--- src/rtl/instruction_fetch_unit_pkg.sv ---
// Shared core definitions for the fetch front-end.
//   - reset / interrupt vectors and the canonical NOP (addi x0,x0,0)
//   - fetch FSM state encoding
//   - opcode constants shared with the main control unit
//   - next-PC decision struct produced by fetch_next_pc
package instruction_fetch_unit_pkg;

    localparam logic [31:0] RESET_VECTOR = 32'h0000_0000;
    localparam logic [31:0] ISR_VECTOR   = 32'h0000_0010;
    localparam logic [31:0] NOP_INSTR    = 32'h0000_0013;

    localparam logic [6:0] OP_LOAD   = 7'b0000011;
    localparam logic [6:0] OP_IMM    = 7'b0010011;
    localparam logic [6:0] OP_STORE  = 7'b0100011;
    localparam logic [6:0] OP_REG    = 7'b0110011;
    localparam logic [6:0] OP_BRANCH = 7'b1100011;
    localparam logic [6:0] OP_JALR   = 7'b1100111;
    localparam logic [6:0] OP_JAL    = 7'b1101111;
    localparam logic [6:0] OP_LUI    = 7'b0110111;
    localparam logic [6:0] OP_RETI   = 7'b1111111;

    typedef enum logic {
        RUN     = 1'b0,
        LW_WAIT = 1'b1
    } fetch_state_e;

    // Everything the fetch registers load next cycle, plus the
    // combinational interrupt-accept strobe.
    typedef struct packed {
        fetch_state_e state;
        logic [31:0]  pc;
        logic [31:0]  epc;
        logic         in_isr;
        logic         irq_ack;
    } next_pc_t;

endpackage

--- src/rtl/instruction_fetch_unit_if.sv ---
// Fetch-unit bus: control/branch/irq inputs, instruction memory port and
// the PC/ISR status outputs. master = fetch unit, slave = core/memory side.
interface instruction_fetch_unit_if;
    logic        stall_lw;
    logic        end_isr;
    logic        branch_taken;
    logic [31:0] branch_target;
    logic        irq;
    logic [31:0] imem_addr;
    logic [31:0] imem_data;
    logic [31:0] instr;
    logic [31:0] pc;
    logic [31:0] pc_plus4;
    logic        in_isr;
    logic        irq_ack;
    logic [31:0] epc;

    modport master (
        input  stall_lw, end_isr, branch_taken, branch_target, irq, imem_data,
        output imem_addr, instr, pc, pc_plus4, in_isr, irq_ack, epc
    );

    modport slave (
        output stall_lw, end_isr, branch_taken, branch_target, irq, imem_data,
        input  imem_addr, instr, pc, pc_plus4, in_isr, irq_ack, epc
    );
endinterface

--- src/rtl/instruction_fetch_unit_next_pc.sv ---
// fetch_next_pc: combinational next-PC priority mux (everything but reset).
//   in : current state/pc/pc_plus4/epc/in_isr and the per-cycle events
//   out: nxt -- next register values plus the irq_ack strobe
module fetch_next_pc
    import instruction_fetch_unit_pkg::*;
(
    input  fetch_state_e state,
    input  logic [31:0]  pc,
    input  logic [31:0]  pc_plus4,
    input  logic [31:0]  epc,
    input  logic         in_isr,
    input  logic         stall_lw,
    input  logic         end_isr,
    input  logic         branch_taken,
    input  logic [31:0]  branch_target,
    input  logic         irq,
    output next_pc_t     nxt
);
    // Word alignment: the low target bits are deliberately dropped.
    logic [1:0] unused_tgt_lsb;
    assign unused_tgt_lsb = branch_target[1:0];

    always_comb begin
        nxt.state   = RUN;
        nxt.pc      = pc_plus4;
        nxt.epc     = epc;
        nxt.in_isr  = in_isr;
        nxt.irq_ack = 1'b0;
        if (state == LW_WAIT) begin
            // Same LW still on the opcode bus: its stall_lw must not
            // re-trigger, and nothing else may redirect this slot.
        end else if (stall_lw) begin
            nxt.state = LW_WAIT;
            nxt.pc    = pc;
        end else if (end_isr) begin
            // RETI outside an ISR falls through as a plain NOP.
            if (in_isr) begin
                nxt.pc     = epc;
                nxt.in_isr = 1'b0;
            end
        end else if (branch_taken) begin
            nxt.pc = {branch_target[31:2], 2'b00};
        end else if (irq && !in_isr) begin
            // Current instruction is squashed and re-fetched after RETI.
            nxt.epc     = pc;
            nxt.pc      = ISR_VECTOR;
            nxt.in_isr  = 1'b1;
            nxt.irq_ack = 1'b1;
        end
    end
endmodule

--- src/rtl/instruction_fetch_unit.sv ---
// instruction_fetch_unit: PC, fetch FSM (RUN/LW_WAIT) and interrupt
// entry/return for the single-cycle RV32 core.
//   clk, reset : core clock, synchronous active-high reset
//   bus        : instruction_fetch_unit_if.master (events in, imem port,
//                instr to decode, pc/pc_plus4/epc/in_isr/irq_ack out)
module instruction_fetch_unit
    import instruction_fetch_unit_pkg::*;
(
    input  logic                      clk,
    input  logic                      reset,
    instruction_fetch_unit_if.master  bus
);
    fetch_state_e state;
    logic [31:0]  pc;
    logic [31:0]  epc;
    logic         in_isr;
    logic [31:0]  pc_plus4;
    next_pc_t     nxt;

    assign pc_plus4 = pc + 32'd4;

    fetch_next_pc u_next_pc (
        .state         (state),
        .pc            (pc),
        .pc_plus4      (pc_plus4),
        .epc           (epc),
        .in_isr        (in_isr),
        .stall_lw      (bus.stall_lw),
        .end_isr       (bus.end_isr),
        .branch_taken  (bus.branch_taken),
        .branch_target (bus.branch_target),
        .irq           (bus.irq),
        .nxt           (nxt)
    );

    always_ff @(posedge clk) begin
        if (reset) begin
            state  <= RUN;
            pc     <= RESET_VECTOR;
            epc    <= 32'h0;
            in_isr <= 1'b0;
        end else begin
            state  <= nxt.state;
            pc     <= nxt.pc;
            epc    <= nxt.epc;
            in_isr <= nxt.in_isr;
        end
    end

    assign bus.imem_addr = pc;
    assign bus.pc        = pc;
    assign bus.pc_plus4  = pc_plus4;
    assign bus.epc       = epc;
    assign bus.in_isr    = in_isr;
    assign bus.irq_ack   = nxt.irq_ack;
    // Slot being replaced by the interrupt entry goes to decode as NOP.
    assign bus.instr     = nxt.irq_ack ? NOP_INSTR : bus.imem_data;
endmodule

--- src/flat_wrapper.sv ---
// flat-port wrapper written by rule: the top's interface ports become plain ports
module instruction_fetch_unit_flat import instruction_fetch_unit_pkg::*;
  (clk, reset, bus_stall_lw, bus_end_isr, bus_branch_taken, bus_branch_target, bus_irq, bus_imem_data, bus_imem_addr, bus_instr, bus_pc, bus_pc_plus4, bus_in_isr, bus_irq_ack, bus_epc);
  instruction_fetch_unit_if bus_i ();
  input  logic clk;
  input  logic reset;
  input wire logic [$bits(bus_i.stall_lw)-1:0] bus_stall_lw;
  input wire logic [$bits(bus_i.end_isr)-1:0] bus_end_isr;
  input wire logic [$bits(bus_i.branch_taken)-1:0] bus_branch_taken;
  input wire logic [$bits(bus_i.branch_target)-1:0] bus_branch_target;
  input wire logic [$bits(bus_i.irq)-1:0] bus_irq;
  input wire logic [$bits(bus_i.imem_data)-1:0] bus_imem_data;
  output wire logic [$bits(bus_i.imem_addr)-1:0] bus_imem_addr;
  output wire logic [$bits(bus_i.instr)-1:0] bus_instr;
  output wire logic [$bits(bus_i.pc)-1:0] bus_pc;
  output wire logic [$bits(bus_i.pc_plus4)-1:0] bus_pc_plus4;
  output wire logic [$bits(bus_i.in_isr)-1:0] bus_in_isr;
  output wire logic [$bits(bus_i.irq_ack)-1:0] bus_irq_ack;
  output wire logic [$bits(bus_i.epc)-1:0] bus_epc;
  assign bus_i.stall_lw = bus_stall_lw;
  assign bus_i.end_isr = bus_end_isr;
  assign bus_i.branch_taken = bus_branch_taken;
  assign bus_i.branch_target = bus_branch_target;
  assign bus_i.irq = bus_irq;
  assign bus_i.imem_data = bus_imem_data;
  assign bus_imem_addr = bus_i.imem_addr;
  assign bus_instr = bus_i.instr;
  assign bus_pc = bus_i.pc;
  assign bus_pc_plus4 = bus_i.pc_plus4;
  assign bus_in_isr = bus_i.in_isr;
  assign bus_irq_ack = bus_i.irq_ack;
  assign bus_epc = bus_i.epc;
  instruction_fetch_unit u_core (.clk(clk), .reset(reset), .bus(bus_i));
endmodule
--- config.mk ---
export PLATFORM = sky130hd
export DESIGN_NAME = instruction_fetch_unit_flat
export DESIGN_NICKNAME = d
export VERILOG_FILES = /design/src/rtl/instruction_fetch_unit_pkg.sv /design/src/rtl/instruction_fetch_unit_if.sv /design/src/rtl/instruction_fetch_unit_next_pc.sv /design/src/rtl/instruction_fetch_unit.sv /design/src/flat_wrapper.sv
export SDC_FILE = /design/constraint.sdc
export NUM_CORES = 1
export LEC_CHECK = 0
export ABC_AREA = 1
export CORE_MARGIN = 3
export CORE_UTILIZATION = 35
export DETAILED_ROUTE_END_ITERATION = 6
export MAX_ROUTING_LAYER = met4
export PLACE_DENSITY = 0.84
export SETUP_SLACK_MARGIN = 0.1
export SLEW_MARGIN = 25
export SYNTH_ARGS = -nofsm -noshare
export SYNTH_HDL_FRONTEND = slang
export SYNTH_SLANG_ARGS = --single-unit
--- constraint.sdc ---
create_clock -name clk -period 1.95 [get_ports clk]
set_input_delay 0.2925 -clock clk [delete_from_list [all_inputs] [get_ports clk]]
set_output_delay 0.2925 -clock clk [all_outputs]
set_load 0.005 [all_outputs]
==> summary.md <==
| Metric | Value |
|---|---|
| Setup TNS | `-1.54 ns` |
| GP Congestion | `~0.84` |
| # diodes | `0` |
| Worst-Margin Slew | `~0.38 ns` |
| Number of global-route vias before repair | `5512` |
| FP Rows | `39` |
| Setup violators final | `23` |
| Final std cells w/o fill | `around 1100` |
| Post-Syn Area | `between 4000 and 5000 µm²` |
| Antenna viol nets, final | `0` |
| Cells on Worst Hold Path | `2` |
| Unrepaired setup endpoints after global routing | `true` |
| Initial antenna violation count | `0` |
| Routed WL per cell | `~18 µm` |
| Static leakage | `3.71 nW` |
| # Max-Cap Violations | `0` |
| Violated checks | `negative setup slack` |
| Post-Syn Instances | `around 640` |
| Synthesized net count | `a little over 700` |
| Post-layout power | `about 4.2 mW` |
| DP Worst Slack | `-0.269 ns` |
| Reg2reg path depth | `13` |
| CTS tree | `built` |
| CP Capture Type | `output pin` |
| Total CTS buffers | `9` |
| Dpl cells | `just over 1000` |
| Final hold slack | `between 0.5 and 0.6 ns` |
| Clock latency on the worst-skew pair | `0.33 ns` |
| I/O pins | `~230` |
| Final Hold Viols | `0` |
| Layout Cell Area excl Fill | `a little over 8000 µm²` |
| Clk_skew | `a little under 0.008 ns` |
| Flops & latches, synth | `66` |
| Setup CP Type | `register to output pin` |
| Die height | `between 100 and 150 µm` |
| Yosys top cell by area | `dfxtp_1` |
| Max-slew violations | `0` |
| Ys Warns | `0` |
| # H-tree levels | `3` |
| Die area | `13500 µm²` |
| Worst setup SP type | `register` |
| Via density | `around 5` |
| Worst-case clock buffer depth | `2` |
| First DRT Iteration DRCs | `286` |
| Crit share post-route | `107%` |
| Arrival @ worst endpoint | `1.80 ns` |
| Slew HR | `74.6%` |
| Minimum clock period | `2.09 ns` |
| Tot GR Track Use | `between 20% and 30%` |
| Yosys top cell area share | `31.1%` |
| Core area | `between 10000 and 15000 µm²` |
| Initial Utilization | `36.5%` |
| Status | `finished, violations left` |
| Max Clk Rate | `approximately 0.48 GHz` |
| DP Area | `a little under 7000 µm²` |
| Mean Syn Cell Area | `about 6.7 µm²` |
| Crit-path max FO | `4` |
| Total Nets Final | `around 1000` |
| Dpl hpwl | `12600 µm` |
| # fillers | `about 800` |
| Largest net degree at the start of global routing | `56` |
| Reg area | `between 1000 and 1500 µm²` |
| Via total after detailed routing | `5649` |
| Worst VDD drop | `around 0.00037 V` |
| Final WS setup | `-0.140 ns` |
| DRC Markers | `0` |
| Initial DRT Pass Iterations | `5` |
| Count of unique library cells instantiated by Yosys | `30` |
| GRT overflow | `0` |
| Hold crit path type | `register to register` |
| P per Cell Area | `between 500 and 600 nW/µm²` |
| Layout cell share with drive strength beyond 1 | `roughly 38%` |
| Root Driver | `clkbuf_16` |
| Final wirelength | `slightly below 20000 µm` |
| Post-cts hold buffer count | `0` |
| Die Wd | `116 µm` |
| Top cells by area, synth | `dfxtp_1 31%, a21oi_1 11%, nand2_1 9.8%` |
| IO buf count | `about 230` |
| Post-synthesis sequential area ratio | `between 30 and 40%` |
| Final Util | `~71%` |
| Area Overhead vs Synth | `94.8%` |
| Clock Pin Slew Worst Setup and Hold Paths | `approximately 0.060 ns` |
| First-pass GRT wire length | `about 29000 µm` |
| CTS sink cnt | `66` |
| Footprint of the multi-input gates | `2680 µm²` |
| Required time worst endpoint | `around 1.7 ns` |
[placed cells by master (no fill, tap or decap), drive strengths merged]
| cell | synthesis | routed |
|---|---|---|
| dlygate4sd2 | 0 | 4 |
| nand3 | 17 | 17 |
| inv | 77 | 77 |
| and2 | 4 | 4 |
| clkdlybuf4s15 | 0 | 2 |
| o21ai | 36 | 36 |
| clkdlybuf4s50 | 0 | 164 |
| ha | 1 | 1 |
| dfxtp | 66 | 66 |
| nor3 | 1 | 1 |
| nand4 | 1 | 1 |
| a22o | 29 | 29 |
| clkinvlp | 0 | 2 |
| nor2 | 109 | 109 |
| bufinv | 0 | 2 |
| or2 | 3 | 3 |
| xor2 | 15 | 15 |
| nand3b | 1 | 1 |
| o31ai | 1 | 1 |
| clkbuf | 21 | 13 |
| buf | 45 | 208 |
| a21oi | 91 | 91 |
| nand2 | 116 | 116 |
| a31oi | 2 | 2 |
[cell type report]
class                      count  share of cell area [%]
clock buffer                  11                    3.06
clock inverter                 4                   0.909
multi-input combinational    427                    32.4
timing repair buffer         380                    41.4
sequential                    66                    16.5
inverter                      77                    3.53
tap                          143                    2.17
[per-layer routing]
layer,GRT usage (%),up-vias,share of wire [%]
met2,52.0,322,53
met4,10.8,0,4.1
met5,-,-,0
met3,5.13,68,7.9
met1,29.0,2622,35
li1,-,2637,-
[kinds of logic after synthesis]
family	after synthesis	synth area share (%)
DFF	66	31.1
buffers and inverters	143	16.2
and+or+nand+nor	252	26.5
adders and majority gates	1	0.295
AOI/OAI and AO/OA	159	21.5
xor gates and xnor gates	15	4.34
[worst paths after layout]
kind	startpoint	to	slack [ns]
worst min register to register	u_core.bus.epc[1]	u_core.bus.imem_addr[1]	0.51
worst max-delay path	u_core.bus.imem_addr[3]	bus_pc_plus4[28]	-0.14
worst min-delay path	u_core.bus.epc[1]	u_core.bus.imem_addr[1]	0.51
worst max register to register	u_core.bus.imem_addr[3]	u_core.bus.imem_addr[22]	0.20
[synthesized netlist by cell type (all sizes together)]
cell    instances
xor2           15
or2             3
dfxtp          66
and2            4
nor3            1
inv            77
a21oi          91
nor2          109
nand3b          1
nand3          17
nand2         116
clkbuf         21
a31oi           2
o31ai           1
a22o           29
o21ai          36
ha              1
nand4           1
buf            45
[worst max-delay path: stages, from the launching register on]
cell and delay [ns]:
dfxtp_4 0.36, ha_4 0.15, nand2_4 0.05, nor2_4 0.16
nand2_4 0.14, nor2_8 0.12, buf_6 0.11, nand3_1 0.10
and2_4 0.17, buf_6 0.11
[state kept, by name (all words and copies together), names as in the netlist]
| signal | count |
|---|---|
| u_core.bus.imem_addr | 32 |
| u_core.bus.epc | 32 |
| u_core.bus.in_isr | 1 |
| u_core.state | 1 |
[power by group]
part           internal [mW]  switching [mW]  total [mW]
sequential              1.39          0.0438        1.44
clock                   1.18           0.626        1.81
combinational          0.511           0.395       0.906
[timing repair]
action	in CTS	in global routing
gates cloned	3	0
endpoints found under the setup margin	61	93
setup buffers	56	17
gates resized for setup	320	122
pin swaps	54	45
(Power assumes the default switching activity.)
